File: src/rtl/imm_extend_pipe.sv
// imm_extend_pipe: RISC-V immediate extraction and sign/zero extension,
// delivered through a valid/ready output register backed by a one-entry skid.
module imm_extend_pipe #(
    parameter int XLEN = 32,
    parameter int ILEN = 32
) (
    input  logic            clk,
    input  logic            rst_n,
    input  logic            in_valid,
    output logic            in_ready,
    input  logic [ILEN-1:0] in_instr,
    input  logic [2:0]      in_fmt,
    input  logic            in_uns,
    output logic            out_valid,
    input  logic            out_ready,
    output logic [XLEN-1:0] out_imm,
    output logic            out_err
);

    generate
        if (ILEN != 32 || (XLEN != 32 && XLEN != 64)) begin : g_bad_params
            $error("imm_extend_pipe: ILEN must be 32 and XLEN must be 32 or 64");
        end
    endgenerate

    // Occupancy of the output stage plus skid entry
    typedef enum logic [1:0] {
        EMPTY,
        ONE,
        FULL
    } occ_t;

    occ_t            state;
    logic [XLEN-1:0] skid_imm;
    logic            skid_err;

    logic [XLEN-1:0] ext_imm;
    logic            ext_err;
    logic            sgn;
    logic            take_in;
    logic            take_out;

    // The opcode bits never contribute to any immediate
    logic unused_opcode;
    assign unused_opcode = ^in_instr[6:0];

    assign take_in  = in_valid & in_ready;
    assign take_out = out_valid & out_ready;

    // Extract the field for the selected format and extend it to XLEN
    always_comb begin
        ext_imm = '0;
        ext_err = 1'b0;
        // I, S, B and J all carry their field MSB in instr[31]
        sgn     = ~in_uns & in_instr[31];
        case (in_fmt)
            3'd0: ext_imm = {{(XLEN-12){sgn}}, in_instr[31:20]};
            3'd1: ext_imm = {{(XLEN-12){sgn}}, in_instr[31:25], in_instr[11:7]};
            3'd2: ext_imm = {{(XLEN-13){sgn}}, in_instr[31], in_instr[7],
                             in_instr[30:25], in_instr[11:8], 1'b0};
            3'd3: ext_imm = {{(XLEN-31){in_instr[31]}}, in_instr[30:12], 12'b0};
            3'd4: ext_imm = {{(XLEN-21){sgn}}, in_instr[31], in_instr[19:12],
                             in_instr[20], in_instr[30:21], 1'b0};
            3'd5: ext_imm = {{(XLEN-5){1'b0}}, in_instr[19:15]};
            default: begin
                ext_imm = '0;
                ext_err = 1'b1;
            end
        endcase
    end

    // Occupancy FSM driving the output stage, skid entry and in_ready
    always_ff @(posedge clk or negedge rst_n) begin
        if (!rst_n) begin
            state     <= EMPTY;
            out_valid <= 1'b0;
            out_imm   <= '0;
            out_err   <= 1'b0;
            skid_imm  <= '0;
            skid_err  <= 1'b0;
            in_ready  <= 1'b0;
        end else begin
            case (state)
                EMPTY: begin
                    in_ready <= 1'b1;
                    if (take_in) begin
                        out_valid <= 1'b1;
                        out_imm   <= ext_imm;
                        out_err   <= ext_err;
                        state     <= ONE;
                    end
                end
                ONE: begin
                    if (take_out && take_in) begin
                        out_imm <= ext_imm;
                        out_err <= ext_err;
                    end else if (take_out) begin
                        out_valid <= 1'b0;
                        state     <= EMPTY;
                    end else if (take_in) begin
                        skid_imm <= ext_imm;
                        skid_err <= ext_err;
                        in_ready <= 1'b0;
                        state    <= FULL;
                    end
                end
                FULL: begin
                    if (take_out) begin
                        out_imm  <= skid_imm;
                        out_err  <= skid_err;
                        in_ready <= 1'b1;
                        state    <= ONE;
                    end
                end
                default: begin
                    out_valid <= 1'b0;
                    in_ready  <= 1'b1;
                    state     <= EMPTY;
                end
            endcase
        end
    end

endmodule

File: config.mk
export PLATFORM = sky130hd
export DESIGN_NAME = imm_extend_pipe
export DESIGN_NICKNAME = d
export VERILOG_FILES = /design/src/rtl/imm_extend_pipe.sv
export SDC_FILE = /design/constraint.sdc
export NUM_CORES = 1
export LEC_CHECK = 0
export CORE_MARGIN = 3
export CORE_UTILIZATION = 28
export DETAILED_ROUTE_END_ITERATION = 6
export SLEW_MARGIN = 30
export SYNTH_ARGS = -nofsm -noshare
export SYNTH_HDL_FRONTEND = slang
export SYNTH_SLANG_ARGS = --single-unit
File: constraint.sdc
create_clock -name clk -period 1.4 [get_ports clk]
set_input_delay 0.28 -clock clk [delete_from_list [all_inputs] [get_ports clk]]
set_output_delay 0.28 -clock clk [all_outputs]
set_load 0.02 [all_outputs]
Word level (Yosys, flattened, before mapping). Cells that the tools add are included.

Bits in registers: 70. Input bits: 40. Word-level logic and storage cells: 64.

Equal/unequal tests: 15. Mux-type cells: 25. Bitwise logic cells: 7. Reductions and logical operators: 10.

Operators with widths (count): case mux 32 bit (6 select lines) (1); 2-to-1 mux 32 bit (3); case mux 32 bit (3 select lines) (1); AND reduction 4 bit (5); != test 2 bit, second input constant (7); 2-to-1 mux 1 bit (11); 2-to-1 mux 2 bit (5); equality test 3 x 2 -> 1 bit, second input constant (2); equality test 3 bit, second input constant (2); case mux 1 bit (3 select lines) (2); case mux 2 bit (3 select lines) (1); OR reduction 6 bit (1); inverter 1 bit (4); bitwise AND 1 bit (3); equality test 3 x 1 -> 1 bit, second input constant (1); zero test 3 bit (1); != test 3 bit, second input constant (1); nonzero test 3 bit (1); equality test 2 x 1 -> 1 bit, second input constant (1); equality test 2 bit, second input constant (1); zero test 2 bit (1); case mux 1 bit (2 select lines) (1); logical AND 1 bit (1).

Depth between registers and ports, before layout. Gate-level depths: netlist of run 1.

Depth after elaboration: 5. Mapped depth: 7. Gate-level depth less buffers: 4.

Worst setup path after synthesis of run 1. OpenSTA, ideal clock, no wires.

Path kind: flip-flop to flip-flop. Start: reg out_valid. End: reg out_imm[17]. Setup time: 132 ps. Arrival: 1382 ps. Path slack: -114 ps. Stages on the path, launching flop included: 7. Buffers on the path: 2. Period minus slack after synthesis: 1514 ps. Path through: dfrtp_1 > a21boi_2 > o32a_1 > buf_6 > buf_6 > nand2_1 > o21ai_1.

Cells in the longest elaborated chain, start to end: 4. Elaborated cells between the ends (all ways): 5. Those cells by class: 2 x eq/ne; 1 x bitwise; 2 x reduce/logical.

Ends and longest elaborated chain: start: declaration (RTL line 14) `output logic out_valid,`; start signal: assignment (RTL line 76) `out_valid <= 1'b0;`; start signal: assignment (RTL line 87) `out_valid <= 1'b1;`; start signal: assignment (RTL line 98) `out_valid <= 1'b0;`; bitwise AND 1 bit (*) (RTL line 48) `assign take_out = out_valid & out_ready;`; logical AND 1 bit (RTL line 94) `if (take_out && take_in) begin`; != test 2 bit (no line); AND reduction 4 bit (no line) (*); end signal: assignment (RTL line 88) `out_imm <= ext_imm;`; end signal: assignment (RTL line 95) `out_imm <= ext_imm;`; end signal: assignment (RTL line 109) `out_imm <= skid_imm;`; end: declaration (RTL line 16) `output logic [XLEN-1:0] out_imm,`.

Every way passes the cells marked *; elsewhere a longest branch is shown, timed or not. A chain may end at the register's enable or synchronous reset.

Worst setup path in the final report of run 1.
Start: reg state[0]. End: reg out_imm[2].

Cells in the longest elaborated chain, start to end: 3. Elaborated cells between the ends (all ways): 9. Those cells by class: 5 x eq/ne; 1 x mux; 3 x reduce/logical.

Ends and longest elaborated chain: start: declaration (RTL line 33) `occ_t state;`; start signal: assignment (RTL line 75) `state <= EMPTY;`; start signal: assignment (RTL line 90) `state <= ONE;`; start signal: assignment (RTL line 99) `state <= EMPTY;`; equality test 2 x 1 -> 1 bit, or another cell as far along (RTL line 83) `case (state)`; != test 2 bit (no line) or nonzero test 3 bit (tied branches); AND reduction 4 bit (no line).

Several ways; a longest one is shown, not always the timed one.

==> metrics.cfg, run 1 <==
[logic_synthesis]
synthesis.nets = 419
synth.area.top_cells = dfrtp_1, nand2_1, o21ai_1
synth_edf_count = 0
netlist_instances = 379
yosysMostFrequentCell = nand2_1
yosys_warnings = 0
synth_top_cell_by_area = dfrtp_1
yosys_most_used_dff = dfrtp_1
async_flop_share_pct = 100
netlist_area_sq_um = 3460
syn_avg_cell_area_sq_um = 9.13
ys_ff_latch = 70
synth.top_cell.area_share_pct = 50.6
synth_seq_area_share_pct = 50.6
ys_types = 40
synthTopCellsByCount = nand2_1, dfrtp_1, o21ai_1

[power_and_ir_drop]
power_leakage_nw = 2.41
power.density_nw_per_um2 = 2160
power_mw = 11.7
peakVddDrop_uv = 868

[die]
dieArea_sq_um = 13700
io_pins = 75
rows = 39
start_util_pct = 29.4
coreArea_sq_um = 11800
die_w_um = 117
die_y_um = 117

[global_route]
grt_first_pass_wirelength_mm = 16.2
grt_max_degree = 71
gr-total-overflow = 0
busiest_layer = met2
grtUsageMet1_pct = 20.4
met2_usage_pct = 24.7
antenna_found_initial = 0
grt_use_met3_pct = 4.47
gr-usage-all-layers_pct = 15.5
grt_pass1_vias = 3130

[finish]
final_util_pct = 46.0
stdcell_area_sq_um = 5410
area_delta_synth_final_pct = 56.4
antennaDiodeCount = 0
nNetsFinal = 533
drive_gt1_share_pct = 29.1

[placed_design]
globalplace.congestion = 0.859
dpl_cell_area_sq_um = 4580
io_buffers = 67
hpwl_mm = 6.90
pre_cts_slack_ns = -0.531

[timing]
timing.final.crit_share_pct = 111
setup_viol = 48
relSlewSlack_pct = 73.7
worstMarginPinSlew_ns = 0.394
final_max_slew_viol_count = 0
rsz0062_at_grt = yes
skew_ns = 0.00392
worst_slack_ns = -0.148
min_period_ns = 1.55
max_freq_mhz = 646
hold_violations = 0

[critical_path]
required_ns = 1.62
crit_fanout = 6
critPathKind = reg2reg
crit_chain = a21boi_4 > o32a_4 > buf_6 > clkbuf_16 > nand2_2 > o21ai_1
arrival_ns = 1.77
slowest_stage = o32a_4
crit_path_start_kind = flop
critPathTopFamily = compound AO/OA/AOI/OAI gates
path_buf_inv = 2
critPathMaxStageDelay_ns = 0.42
endpoint_kind = flop

[clock_tree]
cts-root-buf = clkbuf_16
cts.path.max_buffers = 2
cts.sinks = 70
cts.clk_slew.worst_paths_ns = 0.06
htree_num_levels = 3
cts_buffers = 9
cts_tree = done
clk-insertion-delay-late_ns = 0.34

[routing]
avgViaCountPerCell = 4.95
num_vias = 3279
drc = 0
drt-total-wl_mm = 10.6
first_iter_violations = 253
drt-wirelength-per-cell_um = 16.1
drtAntennaViolNets = 0
drt_first_pass_iters = 4

[run]
maxCapViolCount = 0

[outcome]
outcome = finished with violations
violations = negative setup slack

[hold_path]
hp-class = in2reg

final timing paths:
| kind | startpoint | end | slack (ns) | cells after the start |
|---|---|---|---|---|
| min in group asynchronous | rst_n | in_ready | 0.51 | 3 |
| max | state[0] | out_imm[2] | -0.15 | 6 |
| max in group asynchronous | rst_n | out_imm[11] | 0.58 | 3 |
| min reg2reg | skid_imm[20] | skid_imm[20] | 0.47 | 2 |
| max reg2reg | state[0] | out_imm[2] | -0.15 | 6 |
| min | in_valid | in_ready | 0.46 | 4 |
power by group:
group | switching (mW) | total [mW] | internal, mW
Sequential | 0.597 | 3.46 | 2.86
Combinational | 2.84 | 5.34 | 2.50
Clock | 0.866 | 2.89 | 2.02
Total | 4.30 | 11.7 | 7.38
cells by family (layout without fill, tap and decap cells):
family | Yosys count | in the layout | share of synthesized area (%)
AO/OA/AOI/OAI | 152 | 152 | 26.9
AND/OR/NAND/NOR | 122 | 123 | 15.9
flip-flops | 70 | 70 | 50.6
buffers and inverters | 32 | 150 | 5.71
adder cells (fa/ha/maj) | 1 | 1 | 0.325
XOR/XNOR | 1 | 1 | 0.253
multiplexers | 1 | 1 | 0.289
worst min-delay path, stage by stage:
cell	delay (ns)
dlygate4sd2_1	0.28
nand2_1	0.07
nand2_1	0.05
a31oi_1	0.08
state kept, by name, indices dropped and copies added, names as in the netlist:
signal,cells
skid_imm,32
skid_err,1
state,2
out_imm,32
in_ready,1
out_valid,1
out_err,1
placed cells by master, fill, tap and decap left out, types with 2 or more instances in the layout:
| master | n |
|---|---|
| a211oi_1 | 12 |
| dlygate4sd2_1 | 30 |
| o211ai_1 | 3 |
| clkbuf_2 | 2 |
| clkbuf_16 | 13 |
| o21ai_2 | 15 |
| clkdlybuf4s50_1 | 26 |
| clkdlybuf4s15_1 | 8 |
| and3b_2 | 2 |
| nand2_2 | 11 |
| buf_4 | 43 |
| nand3_1 | 4 |
| buf_12 | 6 |
| clkbuf_8 | 2 |
| a211oi_2 | 3 |
| o21ai_0 | 22 |
| buf_6 | 9 |
| a32o_1 | 5 |
| nor2_1 | 19 |
| nand2_4 | 13 |
| buf_2 | 3 |
| nor2_2 | 2 |
| nor4bb_1 | 3 |
| nor3b_1 | 7 |
| a21oi_1 | 31 |
| o21ai_1 | 38 |
| dfrtp_1 | 67 |
| dfrtp_2 | 3 |
| o2bb2ai_1 | 8 |
| inv_1 | 2 |
| nor3_1 | 4 |
| a31oi_1 | 4 |
| bufinv_16 | 4 |
| nand2_1 | 48 |
area by class of cell:
| cell class | count | area [sq um] |
|---|---|---|
| timing repair buffer | 132 | 1280 |
| multi-input combinational | 278 | 1780 |
| clock inverter | 5 | 129 |
| sequential | 70 | 1760 |
| clock buffer | 11 | 253 |
| tap | 164 | 205 |
| inverter | 2 | 7.51 |
| fill | 1094 | 6350 |
timing repair:
item	4_1_cts	5_1_grt
pin swaps	8	22
cloned	3	5
endpoints found under the hold margin	70	0
resized for setup	62	74
endpoints found under the setup margin	100	67
hold buffers	1	0
setup buffers	3	7
metal layers:
metal  up-vias  part of all wire [%]
met3        14                   5.9
met4         0                   1.6
met2       102                    49
li1       1590                     -
met5         -                     0
met1      1573                    43
stage by stage:
| stage | hold slack, ns | setup TNS (ns) | cells |
|---|---|---|---|
| 2_1_floorplan | -0.0156 | 0 | 379 |
| 3_3_place_gp | 0.341 | -27.28 | 627 |
| 3_5_place_dp | 0.344 | -29.22 | 627 |
| 4_1_cts | 0.450 | -0.625 | 650 |
| 5_1_grt | 0.479 | -7.64 | 662 |
| 6_report | 0.458 | -4.17 | 662 |
Power figures use the tool's default switching activity.
==> run 2: changes to the inputs <==
--- a/config.mk
+++ b/config.mk
@@ -5,7 +5,7 @@
 export SDC_FILE = /design/constraint.sdc
 export NUM_CORES = 1
 export LEC_CHECK = 0
-export CORE_MARGIN = 3
+export CORE_MARGIN = 2
 export CORE_UTILIZATION = 28
 export DETAILED_ROUTE_END_ITERATION = 6
 export SLEW_MARGIN = 30
==> run 2 against run 1 <==
Effect of this change: the flow still finishes with violations (negative setup slack); die area fell by 3.4%; first-iteration DRC count fell by 20%; clock skew rose by 0.0029 ns; power rose by 4.2%; register-to-register slack improved by 0.02 ns; worst hold slack got worse by 0.12 ns; clock power fell by 14%; routed wire length rose by 9.5%; fmax rose by 1.1%; global-route usage rose by 1.1 points; critical path type unchanged.
==> metrics.cfg, run 2 (synthesis results as in run 1) <==
[finish]
largestRegisters = out_imm (32), skid_imm (32), state (2)
area_delta_synth_final_pct = 64.4
final_util_pct = 47.2
antennaDiodeCount = 0
stdcell_area_sq_um = 5690
drive_gt1_share_pct = 35.0
nNetsFinal = 543
layout_common_cells = dfrtp_1, o21ai_1, buf_4, dlygate4sd2_1, a21oi_1
mostFrequentLayoutCell = dfrtp_1

[clock_tree]
htree_num_levels = 3
clk-insertion-delay-late_ns = 0.34
cts.sinks = 70
cts.clk_slew.worst_paths_ns = 0.06
cts_tree = done
cts-root-buf = clkbuf_16
cts_buffers = 9
cts.path.max_buffers = 2

[critical_path]
endpoint_kind = flop
ff2ff_setup_slack_ns = -0.13
r2r-start = state[0]
crit_fanout = 10
path_common_cell = buf_6
critPathKind = reg2reg
slowest_stage = dfrtp_1
r2r-end = out_imm[23]
ff2ff_path_depth = 7
critPathMaxStageDelay_ns = 0.41
crit_path_start_kind = flop
crit_chain = a21boi_4 > buf_6 > o32ai_4 > buf_6 > buf_12 > o21ai_0 > o21ai_1
critPathTopFamily = compound AO/OA/AOI/OAI gates
path_buf_inv = 3
required_ns = 1.65
arrival_ns = 1.78

[die]
die_w_um = 115
die_y_um = 115
start_util_pct = 28.7
coreArea_sq_um = 12100
rows = 40
dieArea_sq_um = 13300
io_pins = 75

[routing]
num_vias = 3468
avgViaCountPerCell = 5.13
drt_first_pass_iters = 4
first_iter_violations = 202
drtAntennaViolNets = 0
drt-wirelength-per-cell_um = 17.2
drt-total-wl_mm = 11.7
drc = 0

[timing]
setup_viol = 47
skew_ns = 0.00687
min_period_ns = 1.53
rsz0062_at_grt = yes
final_max_slew_viol_count = 0
worst_slack_ns = -0.131
relSlewSlack_pct = 72.8
hold_violations = 0
worstMarginPinSlew_ns = 0.408
max_freq_mhz = 653
hold_slack_ns = 0.339
timing.final.crit_share_pct = 109

[outcome]
outcome = finished with violations
violations = negative setup slack

[global_route]
gr-usage-all-layers_pct = 16.6
antenna_found_initial = 0
grt_first_pass_wirelength_mm = 16.9
gr-total-overflow = 0
grt_pass1_vias = 3249
grt_max_degree = 71

[placed_design]
dpl_cell_area_sq_um = 4640
globalplace.congestion = 0.867
hpwl_mm = 6.88
io_buffers = 67

[run]
maxCapViolCount = 0

[power_and_ir_drop]
peakVddDrop_uv = 757
power_leakage_nw = 2.51
power.density_nw_per_um2 = 2140

[hold_path]
min_from = in_valid
hp-class = in2reg
hold_depth = 4
hold_end = in_ready

[run 2: cell types whose count changed in the layout (fill, tap and decap cells not counted), moves of 6 or more]
| cell | delta |
|---|---|
| nand2_1 | -18 |
| o21ai_1 | +8 |
| nand2_2 | +15 |
| clkdlybuf4s15_1 | -6 |
| dlygate4sd2_1 | +6 |
| o21ai_0 | -10 |
[run 2: cell type report]
cell class              instances  area [sq um]
repair buffers                142          1520
inverters                       2          7.51
fillers                      1140          6370
clock buffers                  10           239
clock inverters                 6          85.1
flip-flops and latches         70          1760
multi-input cells             278          1880
well taps                     168           210
[run 2: worst max-delay path by stage]
| stage | start | endpoint | slack, ns | cells past startpoint |
|---|---|---|---|---|
| 2_1_floorplan | state[1] | out_imm[13] | 0.01 | 5 |
| 3_3_place_gp | in_fmt[0] | out_imm[30] | -0.50 | 5 |
| 3_5_place_dp | in_fmt[0] | out_imm[30] | -0.57 | 5 |
| 4_1_cts | state[0] | out_imm[0] | -0.14 | 5 |
| 5_1_grt | state[0] | out_imm[23] | -0.19 | 7 |
| 6_report | state[0] | out_imm[23] | -0.13 | 7 |
[run 2: routing by layer]
metal  global-route usage, %  up-vias  part of all wire (%)  wire, um
met3                    4.48       12                   4.6       540
met1                    21.9     1741                    43      5030
li1                        -     1606                     -         -
met4                    4.90        0                   1.5       173
met2                    26.9      109                    51      5910
met5                       0        -                     0         0
[run 2: per-stage QoR]
step	instances	worst slack (ns)	power, mW	setup TNS (ns)
final	676	-0.131	12.2	-2.68
after global placement	636	-0.503	7.83	-29.46
after detailed placement	636	-0.574	7.91	-32.01
after CTS	666	-0.141	11.1	-3.14
after global routing	676	-0.190	12.8	-5.30
after floorplan	379	0.0120	5.92	0
[run 2: where the power goes]
part           leakage (nW)  internal, mW  switching (mW)
sequential            0.893          2.86           0.665
clock                 0.154          1.60           0.890
combinational          1.46          3.07            3.08
total                  2.51          7.53            4.64
[run 2: worst reg2reg max path: cells and delay by family (launching register included)]
family	cells	cell delay [ns]
compound gates	4	0.65
flops	1	0.41
buf+inv	3	0.38
[run 2: timing repair]
action | 4_1_cts | 5_1_grt
resized for setup | 91 | 91
pin swaps | 18 | 49
setup endpoints to repair | 100 | 63
hold buffers | 1 | 0
endpoints found under the hold margin | 70 | 0
setup buffers | 10 | 4
gates cloned | 3 | 8
